File: config.mk
export PLATFORM = sky130hd
export DESIGN_NAME = perlin_noise_pipe
export DESIGN_NICKNAME = d
export VERILOG_FILES = /design/src/rtl/perlin_noise_pipe.sv
export SDC_FILE = /design/constraint.sdc
export NUM_CORES = 1
export LEC_CHECK = 0
export ABC_AREA = 1
export ABC_CLOCK_PERIOD_IN_PS = 9010
export CORE_MARGIN = 5
export CORE_UTILIZATION = 40
export CTS_BUF_LIST = sky130_fd_sc_hd__clkbuf_16
export CTS_CLUSTER_DIAMETER = 100
export DETAILED_ROUTE_END_ITERATION = 8
export DONT_BUFFER_PORTS = 1
export GPL_TIMING_DRIVEN = 0
export SKIP_CTS_REPAIR_TIMING = 1
export SYNTH_ARGS = -nofsm -noshare
export SYNTH_HDL_FRONTEND = slang
export SYNTH_SLANG_ARGS = --single-unit
File: constraint.sdc
create_clock -name clk -period 9.01 [get_ports clk]
set_clock_uncertainty 0.15 [all_clocks]
set_input_delay 2.703 -clock clk [delete_from_list [all_inputs] [get_ports clk]]
set_output_delay 2.703 -clock clk [all_outputs]
set_load 0.02 [all_outputs]
File: src/rtl/perlin_noise_pipe.sv
// Pipelined 2D gradient-noise generator: pixel coordinate in, 8-bit noise out four cycles later,
// with the sync/active sideband delayed to match and a per-frame horizontal scroll offset.
module perlin_noise_pipe #(
    parameter int unsigned CELL_LOG2 = 5,
    parameter logic [7:0]  SEED      = 8'hA5
) (
    input  logic       clk,
    input  logic       reset,
    input  logic [9:0] x,
    input  logic [9:0] y,
    input  logic       in_valid,
    input  logic [2:0] side_in,
    input  logic       frame_start,
    output logic [7:0] noise,
    output logic       out_valid,
    output logic [2:0] side_out
);

    localparam int unsigned CW = 10;  // coordinate width
    localparam int unsigned FW = 8;   // fraction / fade / hash width
    localparam int unsigned DW = 11;  // corner dot-product width
    localparam int unsigned LW = 12;  // lerp result width

    // Gradient index of lattice corner (i, j).
    function automatic logic [1:0] grad_sel(input logic [FW-1:0] i, input logic [FW-1:0] j);
        return 2'((16'(i) * 16'd37 + 16'(j) * 16'd113) ^ 16'(SEED));
    endfunction

    // g[0] negates the x term, g[1] negates the y term.
    function automatic logic signed [DW-1:0] dot(input logic [1:0] g,
                                                 input logic signed [DW-1:0] a,
                                                 input logic signed [DW-1:0] b);
        logic signed [DW-1:0] ta;
        logic signed [DW-1:0] tb;
        ta = g[0] ? -a : a;
        tb = g[1] ? -b : b;
        return ta + tb;
    endfunction

    function automatic logic [FW-1:0] fade(input logic [FW-1:0] w);
        logic [23:0] sq;
        logic [23:0] k;
        sq = 24'(w) * 24'(w);
        k  = 24'd768 - (24'(w) << 1);
        return 8'((sq * k) >> 16);
    endfunction

    // Floor-rounded linear interpolation; result always lies between a and b.
    function automatic logic signed [LW-1:0] lerp(input logic signed [LW-1:0] a,
                                                  input logic signed [LW-1:0] b,
                                                  input logic [FW-1:0] s);
        logic signed [12:0] diff;
        logic signed [21:0] prod;
        diff = 13'(b) - 13'(a);
        prod = 22'(diff) * $signed(22'({1'b0, s}));
        return a + 12'(prod >>> 8);
    endfunction

    logic [FW-1:0] t_q, t_d;

    logic          s1_valid_q, s1_valid_d;
    logic [2:0]    s1_side_q, s1_side_d;
    logic [FW-1:0] s1_u_q, s1_u_d, s1_v_q, s1_v_d;
    logic [1:0]    s1_g00_q, s1_g00_d, s1_g10_q, s1_g10_d;
    logic [1:0]    s1_g01_q, s1_g01_d, s1_g11_q, s1_g11_d;

    logic                 s2_valid_q, s2_valid_d;
    logic [2:0]           s2_side_q, s2_side_d;
    logic signed [DW-1:0] s2_d00_q, s2_d00_d, s2_d10_q, s2_d10_d;
    logic signed [DW-1:0] s2_d01_q, s2_d01_d, s2_d11_q, s2_d11_d;
    logic [FW-1:0]        s2_su_q, s2_su_d, s2_sv_q, s2_sv_d;

    logic                 s3_valid_q, s3_valid_d;
    logic [2:0]           s3_side_q, s3_side_d;
    logic signed [LW-1:0] s3_nx0_q, s3_nx0_d, s3_nx1_q, s3_nx1_d;
    logic [FW-1:0]        s3_sv_q, s3_sv_d;

    logic          out_valid_q, out_valid_d;
    logic [2:0]    side_out_q, side_out_d;
    logic [FW-1:0] noise_q, noise_d;

    logic [CW-1:0] xe;
    logic [FW-1:0] ci, cj, ci1, cj1;
    logic signed [DW-1:0] uo, um, vo, vm;
    logic signed [LW-1:0] n;
    logic signed [LW-1:0] nq;
    logic signed [12:0]   nsum;

    // S1: scrolled coordinate, cell, fractions and corner gradients.
    always_comb begin
        t_d        = frame_start ? t_q + 8'd1 : t_q;
        xe         = x + 10'(t_q);
        ci         = 8'(xe >> CELL_LOG2);
        cj         = 8'(y >> CELL_LOG2);
        ci1        = ci + 8'd1;
        cj1        = cj + 8'd1;
        s1_valid_d = in_valid;
        s1_side_d  = side_in;
        s1_u_d     = 8'(16'(xe[CELL_LOG2-1:0]) << (8 - CELL_LOG2));
        s1_v_d     = 8'(16'(y[CELL_LOG2-1:0]) << (8 - CELL_LOG2));
        s1_g00_d   = grad_sel(ci, cj);
        s1_g10_d   = grad_sel(ci1, cj);
        s1_g01_d   = grad_sel(ci, cj1);
        s1_g11_d   = grad_sel(ci1, cj1);
    end

    // S2: corner dot products and fade curves.
    always_comb begin
        uo         = $signed(11'(s1_u_q));
        vo         = $signed(11'(s1_v_q));
        um         = uo - 11'sd256;
        vm         = vo - 11'sd256;
        s2_valid_d = s1_valid_q;
        s2_side_d  = s1_side_q;
        s2_d00_d   = dot(s1_g00_q, uo, vo);
        s2_d10_d   = dot(s1_g10_q, um, vo);
        s2_d01_d   = dot(s1_g01_q, uo, vm);
        s2_d11_d   = dot(s1_g11_q, um, vm);
        s2_su_d    = fade(s1_u_q);
        s2_sv_d    = fade(s1_v_q);
    end

    // S3: horizontal lerps.
    always_comb begin
        s3_valid_d = s2_valid_q;
        s3_side_d  = s2_side_q;
        s3_nx0_d   = lerp(12'(s2_d00_q), 12'(s2_d10_q), s2_su_q);
        s3_nx1_d   = lerp(12'(s2_d01_q), 12'(s2_d11_q), s2_su_q);
        s3_sv_d    = s2_sv_q;
    end

    // S4: vertical lerp, bias to 128 and saturate.
    always_comb begin
        out_valid_d = s3_valid_q;
        side_out_d  = s3_side_q;
        n           = lerp(s3_nx0_q, s3_nx1_q, s3_sv_q);
        nq          = n >>> 2;
        nsum        = 13'(nq) + 13'sd128;
        if (nsum < 0) begin
            noise_d = 8'h00;
        end else if (nsum > 13'sd255) begin
            noise_d = 8'hFF;
        end else begin
            noise_d = nsum[7:0];
        end
    end

    always_ff @(posedge clk) begin
        if (reset) begin
            t_q         <= '0;
            s1_valid_q  <= 1'b0;
            s1_side_q   <= '0;
            s1_u_q      <= '0;
            s1_v_q      <= '0;
            s1_g00_q    <= '0;
            s1_g10_q    <= '0;
            s1_g01_q    <= '0;
            s1_g11_q    <= '0;
            s2_valid_q  <= 1'b0;
            s2_side_q   <= '0;
            s2_d00_q    <= '0;
            s2_d10_q    <= '0;
            s2_d01_q    <= '0;
            s2_d11_q    <= '0;
            s2_su_q     <= '0;
            s2_sv_q     <= '0;
            s3_valid_q  <= 1'b0;
            s3_side_q   <= '0;
            s3_nx0_q    <= '0;
            s3_nx1_q    <= '0;
            s3_sv_q     <= '0;
            out_valid_q <= 1'b0;
            side_out_q  <= '0;
            noise_q     <= '0;
        end else begin
            t_q         <= t_d;
            s1_valid_q  <= s1_valid_d;
            s1_side_q   <= s1_side_d;
            s1_u_q      <= s1_u_d;
            s1_v_q      <= s1_v_d;
            s1_g00_q    <= s1_g00_d;
            s1_g10_q    <= s1_g10_d;
            s1_g01_q    <= s1_g01_d;
            s1_g11_q    <= s1_g11_d;
            s2_valid_q  <= s2_valid_d;
            s2_side_q   <= s2_side_d;
            s2_d00_q    <= s2_d00_d;
            s2_d10_q    <= s2_d10_d;
            s2_d01_q    <= s2_d01_d;
            s2_d11_q    <= s2_d11_d;
            s2_su_q     <= s2_su_d;
            s2_sv_q     <= s2_sv_d;
            s3_valid_q  <= s3_valid_d;
            s3_side_q   <= s3_side_d;
            s3_nx0_q    <= s3_nx0_d;
            s3_nx1_q    <= s3_nx1_d;
            s3_sv_q     <= s3_sv_d;
            out_valid_q <= out_valid_d;
            side_out_q  <= side_out_d;
            noise_q     <= noise_d;
        end
    end

    assign noise     = noise_q;
    assign out_valid = out_valid_q;
    assign side_out  = side_out_q;

endmodule

Word-level counts from Yosys, hierarchy flattened
Cells that the tools add are included.
{ "totals": {"word_cells": 81, "input_bits": 27, "reg_bits": 148, "output_inout_bits": 12} }
{ "op_classes": {"n_bitwise": 4, "n_mux": 9, "addsub": 27, "n_mul": 11, "n_lt_le_gt_ge": 2, "reduce_logical": 1} }
{ "op_table": {"columns": ["operator", "count"], "rows": [
  ["11-bit two-way mux", 8],
  ["17-bit by 11-bit multiplier with 24-bit output", 2],
  ["11-bit adder", 4],
  ["12-bit by 9-bit multiplier with 20-bit output", 2],
  ["8-bit by 8-bit multiplier with 16-bit output", 2],
  ["11-bit by 12-bit adder with 12-bit output", 2],
  ["11-bit by 11-bit subtractor with 12-bit output", 2],
  ["10-bit negator with 11-bit output", 2],
  ["8-bit negator with 11-bit output", 2],
  ["10-bit by 9-bit subtractor with 11-bit output, first input constant", 2],
  ["13-bit by 9-bit multiplier with 20-bit output", 1],
  ["8-bit by 9-bit subtractor with 10-bit output, second input constant", 2],
  ["12-bit by 12-bit subtractor with 13-bit output", 1],
  ["12-bit adder", 1],
  ["5-bit by 1-bit adder with 6-bit output, second input constant", 2],
  ["10-bit by 9-bit adder with 11-bit output, second input constant", 1],
  ["11-bit by 9-bit greater-than comparator with 1-bit output, second input constant", 1],
  ["11-bit by 1-bit < comparator with 1-bit output, second input constant", 1],
  ["10-bit by 8-bit adder with 10-bit output", 1],
  ["2-bit adder", 4],
  ["8-bit by 1-bit adder with 8-bit output, second input constant", 1],
  ["8-bit two-way mux", 1],
  ["5-bit by 7-bit multiplier with 2-bit output, second input constant", 1],
  ["6-bit by 7-bit multiplier with 2-bit output, second input constant", 1],
  ["other kinds (4)", 7]
]} }

Longest topological paths before layout
Gate-level depths: netlist of the first run.
{ "logic_depth": {"depth_word": 6, "depth_mapped": 54, "depth_no_buf": 54} }

Worst setup path after synthesis of the first run
Ideal clock, no wire load.
{ "synth_path": {"path_type": "register to register", "startpoint": "reg s3_nx0_q[0]", "endpoint": "reg noise_q[7] (netlist: noise[7])", "path_buffers": 0, "period_less_slack_ns": 7.440, "required_ns": 8.751, "setup_ns": 0.109, "stages_incl_launch_ff": 49, "setup_slack_ns": 1.570, "t_arrival_ns": 7.181, "cell_sequence": "dfxtp_1 > ha_1 > fa_1 > inv_1 > nand2_1 > nand2_1 > o21ai_1 > o21bai_1 > xor2_1 > nand2_1 > fa_1 > inv_1 > fa_1 > inv_1 > fa_1 > inv_1 > fa_1 > ha_1 > [13 not listed] > ha_1 > nand2_1 > nor2_1 > a221oi_1 > o21ai_2 > xor2_2 > inv_1 > ha_1 > nand3_1 > nor2_1 > nand3_1 > nor2_1 > nand4_1 > nand2_1 > nand2_4 > nand3_1 > nand2_1 > inv_1"} }
{ "synth_between": {"elab_chain_cells": 6, "elab_cells_between_ends": 8, "cone_classes": "3 x add/sub; 1 x mul; 2 x order compare; 1 x mux; 1 x reduce/logical"} }
{ "synth_lines": {"columns": ["element", "line_no", "rtl"], "rows": [
  ["start, declared", "75", "logic signed [LW-1:0] s3_nx0_q, s3_nx0_d, s3_nx1_q, s3_nx1_d;"],
  ["start signal, assigned", "195", "s3_nx0_q <= s3_nx0_d;"],
  ["12-bit by 12-bit subtractor with 13-bit output", "54", "diff = 13'(b) - 13'(a);"],
  ["13-bit by 9-bit multiplier with 20-bit output", "55", "prod = 22'(diff) * $signed(22'({1'b0, s}));"],
  ["12-bit adder (*)", "56", "return a + 12'(prod >>> 8);"],
  ["10-bit by 9-bit adder with 11-bit output (*)", "138", "nsum = 13'(nq) + 13'sd128;"],
  ["11-bit by 9-bit greater-than comparator with 1-bit output / 11-bit by 1-bit < comparator with 1-bit output (equally long branches)", "141, 139", null],
  ["8-bit two-way mux / 2-bit OR reduction (equally long branches)", null, null],
  ["end signal, assigned", "200", "noise_q <= noise_d;"],
  ["end, declared", "80", "logic [FW-1:0] noise_q, noise_d;"]
]} }
Every way passes the cells marked *; elsewhere a longest branch is shown, timed or not.
A chain may end at the register's enable or synchronous reset.

Worst setup path in the final report of the first run
{ "layout_path": {"startpoint": "reg s3_nx0_q[0]", "endpoint": "reg noise_q[1] (netlist: noise[1])"} }
The elaborated chain is that of the path after synthesis.

==> results.py, run 1 <==
metrics = {
    "yosys": {
        "ys_seq_elements": 124,
        "ys_async_sr_fraction": 0,
        "yosysWarningCount": 0,
        "synth_cell_types": 47,
        "synthFlopType": "dfxtp_1",
        "postSynthAreaPerCell_um2": 7.639,
        "synth_seq_area_share": 0.1275,
        "synth-edff-count": 0,
        "syn-num-nets": 3122,
        "synth.cell_area_um2": 19460,
        "synth_cells": 2548,
    },
    "critical_path": {
        "cp-end-kind": "flip-flop",
        "required_ns": 9.19,
        "startpoint_type": "flip-flop",
        "crit_start": "s3_nx0_q[0]",
        "crit_path_frequent_cell": "inv_1",
        "crit_slowest_cell": "xor2_1",
        "slowest_delay_ns": 0.59,
        "crit_arrival_ns": 8.55,
        "r2r_end": "noise[1]",
        "path_max_fanout": 8,
        "crit_type": "reg2reg",
        "r2r_start": "s3_nx0_q[0]",
        "regToRegSetupSlack_ns": 0.64,
        "ff2ff_path_depth": 46,
    },
    "min_path": {
        "holdCritPathClass": "reg2reg",
        "worstHoldEndpoint": "s3_side_q[1]",
        "hold_depth": 2,
        "hp-start": "s2_side_q[1]",
    },
    "floorplanning": {
        "core_um2": 47950,
        "die_h_um": 230.6,
        "dieArea_um2": 53170,
        "rows": 80,
        "start_util": 0.4059,
        "die_width_um": 230.6,
        "io-pin-count": 39,
    },
    "clock_tree": {
        "clk_pin_slew_worst_paths_ns": 0.07,
        "cts_sinks": 124,
        "cts_buffer_depth": 2,
        "cts_tree": "built",
        "cts-root-buf": "clkbuf_16",
        "htreeDepth": 4,
        "clk_latency_ns": 0.44,
        "numCtsBuffers": 17,
    },
    "sta": {
        "worst_slew_pin_slew_ns": 0.9660,
        "rsz0062_at_grt": "false",
        "slew_headroom": 0.3560,
        "final.min_clock_period_ns": 8.373,
        "report.final.slew_viol_count": 0,
        "hold_viol_final": 0,
        "fin_tns_setup_ns": 0,
        "max_freq_mhz": 119.4,
        "setup_viol": 0,
        "min_period_over_period": 0.9293,
    },
    "layout": {
        "syn_to_final_growth_pct": 7.194,
        "fin_nets": 3143,
        "drive_above_1_share": 0.03486,
        "layout_common_cells": "inv_1, nand2_1, nor2_1",
        "layout.cells.non_filler": 3197,
        "num_antenna_cells": 0,
        "mostFrequentLayoutCell": "inv_1",
    },
    "placement": {
        "placedCellCount": 3163,
        "routabilityCongestion": 0.8861,
        "place.detailed.hpwl_um": 37840,
        "portBuffers": 0,
    },
    "grt": {
        "grt_max_degree": 17,
        "antenna_found_initial": 0,
        "grt_util_met1": 0.2243,
        "grtUsageTotal": 0.1712,
        "grt_util_met3": 0.01745,
        "grt_pass1_vias": 15510,
        "busiest_layer": "met2",
        "overflow": 0,
        "use_met2": 0.3094,
        "grt_pass1_wl_um": 75220,
    },
    "drt": {
        "via_count": 15260,
        "drtIter0Drc": 831,
        "dr.pass1.iters": 5,
        "post_drt_via_cell_ratio": 4.773,
        "wl_um": 44240,
        "avgRoutedWirePerCell_um": 13.84,
        "ant_nets": 0,
        "drcViolationCount": 0,
    },
    "run": {
        "cap_viol_max_count": 0,
    },
    "status": {
        "status": "finished, final reports clean",
    },
}
==> Yosys cell counts (2+ instances only) <==
library cell	n	area share
a21boi_0	2	0.00077
a21o_1	5	0.0019
a21oi_1	118	0.030
a221oi_1	2	0.00090
a31oi_1	7	0.0022
and2_1	3	0.00096
buf_1	2	0.00039
clkbuf_1	37	0.0071
clkinv_1	3	0.00058
dfxtp_1	124	0.13
fa_1	249	0.26
ha_1	298	0.19
inv_1	638	0.12
inv_2	4	0.00077
nand2_1	363	0.070
nand2_2	13	0.0042
nand2_4	2	0.0012
nand3_1	28	0.0072
nand3_2	4	0.0021
nand3b_1	3	0.0012
nand4_1	6	0.0019
nor2_1	361	0.070
nor3_1	31	0.0080
nor3b_1	3	0.0012
nor4_1	2	0.00064
o21a_1	2	0.00077
o21ai_0	79	0.020
o21ai_1	6	0.0015
o21ai_2	2	0.00090
o21bai_1	14	0.0054
o31ai_1	6	0.0023
or2_2	20	0.0064
xnor2_1	47	0.021
xor2_1	51	0.023
==> area by class of cell <==
cell class / instances / area, µm²
Inverter: 646 / 2427
Clock buffer: 17 / 425.4
Clock inverter: 15 / 176.4
Multi-Input combinational cell: 1737 / 14410
Fill cell: 4815 / 27080
Timing Repair Buffer: 2 / 15.01
Tap cell: 615 / 769.5
Buffer: 41 / 162.7
Sequential cell: 124 / 2482
==> how the worst max path moves through the flow <==
stage	endpoint	slack, ns	cells after the start
4_1_cts	noise[1]	0.42	48
6_report	noise[1]	0.64	46
3_3_place_gp	noise[7]	0.70	48
2_1_floorplan	noise[7]	1.57	48
3_5_place_dp	noise[1]	0.52	48
5_1_grt	noise[1]	0.01	51
==> metal layers <==
metal | vias to the layer above | part of all wire
met2 | 250 | 0.50
met5 | - | 0
met3 | 29 | 0.033
met4 | 0 | 0.013
li1 | 7690 | -
met1 | 7289 | 0.45
==> metrics by stage <==
stage / area, µm² / hold WS, ns / setup slack [ns] / util
3_5_place_dp: 20230 / 0.2432 / 0.5209 / 0.4220
6_report: 20860 / 0.2490 / 0.6367 / 0.4352
2_1_floorplan: 19460 / 0.2383 / 1.570 / -
5_1_grt: 20860 / 0.2652 / 0.01148 / 0.4352
4_1_cts: 20840 / 0.2513 / 0.4207 / 0.4346
3_3_place_gp: 20230 / 0.2414 / 0.7001 / 0.4220
==> cell families after synthesis <==
group / Yosys count / share of synthesized area
adders and majority gates: 547 / 0.4477
DFF: 124 / 0.1275
xor gates and xnor gates: 100 / 0.04577
AOI/OAI and AO/OA: 250 / 0.07091
and+or+nand+nor: 840 / 0.1750
buffers and inverters: 687 / 0.1331
==> critical path: cells and delay by family, from the launching register on <==
kind	cells	cell delay (ns)
xor gates and xnor gates	3	1.12
adders and majority gates	9	3.45
AOI/OAI and AO/OA	7	1.22
and+or+nand+nor	19	1.52
DFF	1	0.35
buffers and inverters	8	0.47
==> sequential cells by signal, indices dropped and copies added, names as in the netlist, 2 cells and up <==
register   cells
s1_v_q         5
noise          8
s3_side_q      3
s2_side_q      3
s1_side_q      3
side_out       3
s2_d01_q       7
s2_su_q        8
s2_d00_q       8
s2_sv_q        8
s1_g10_q       2
s3_nx1_q      12
s2_d11_q       7
s3_nx0_q      12
s2_d10_q       7
t_q            7
s3_sv_q        8
s1_g00_q       2
s1_u_q         5
Power of run 1 is left out: the tool's default activity adds up to more than one toggle a clock period on the data nets, which glitch-free logic cannot reach.
==> run 2, diff against run 1 <==
--- a/config.mk
+++ b/config.mk
@@ -11,6 +11,7 @@
 export CORE_UTILIZATION = 40
 export CTS_BUF_LIST = sky130_fd_sc_hd__clkbuf_16
 export CTS_CLUSTER_DIAMETER = 100
+export CTS_CLUSTER_SIZE = 8
 export DETAILED_ROUTE_END_ITERATION = 8
 export DONT_BUFFER_PORTS = 1
 export GPL_TIMING_DRIVEN = 0
==> results of run 2 <==
Same layout as run 1: the final DEF is identical, and so are final timing and power.
Power of run 2 is left out for the same reason.
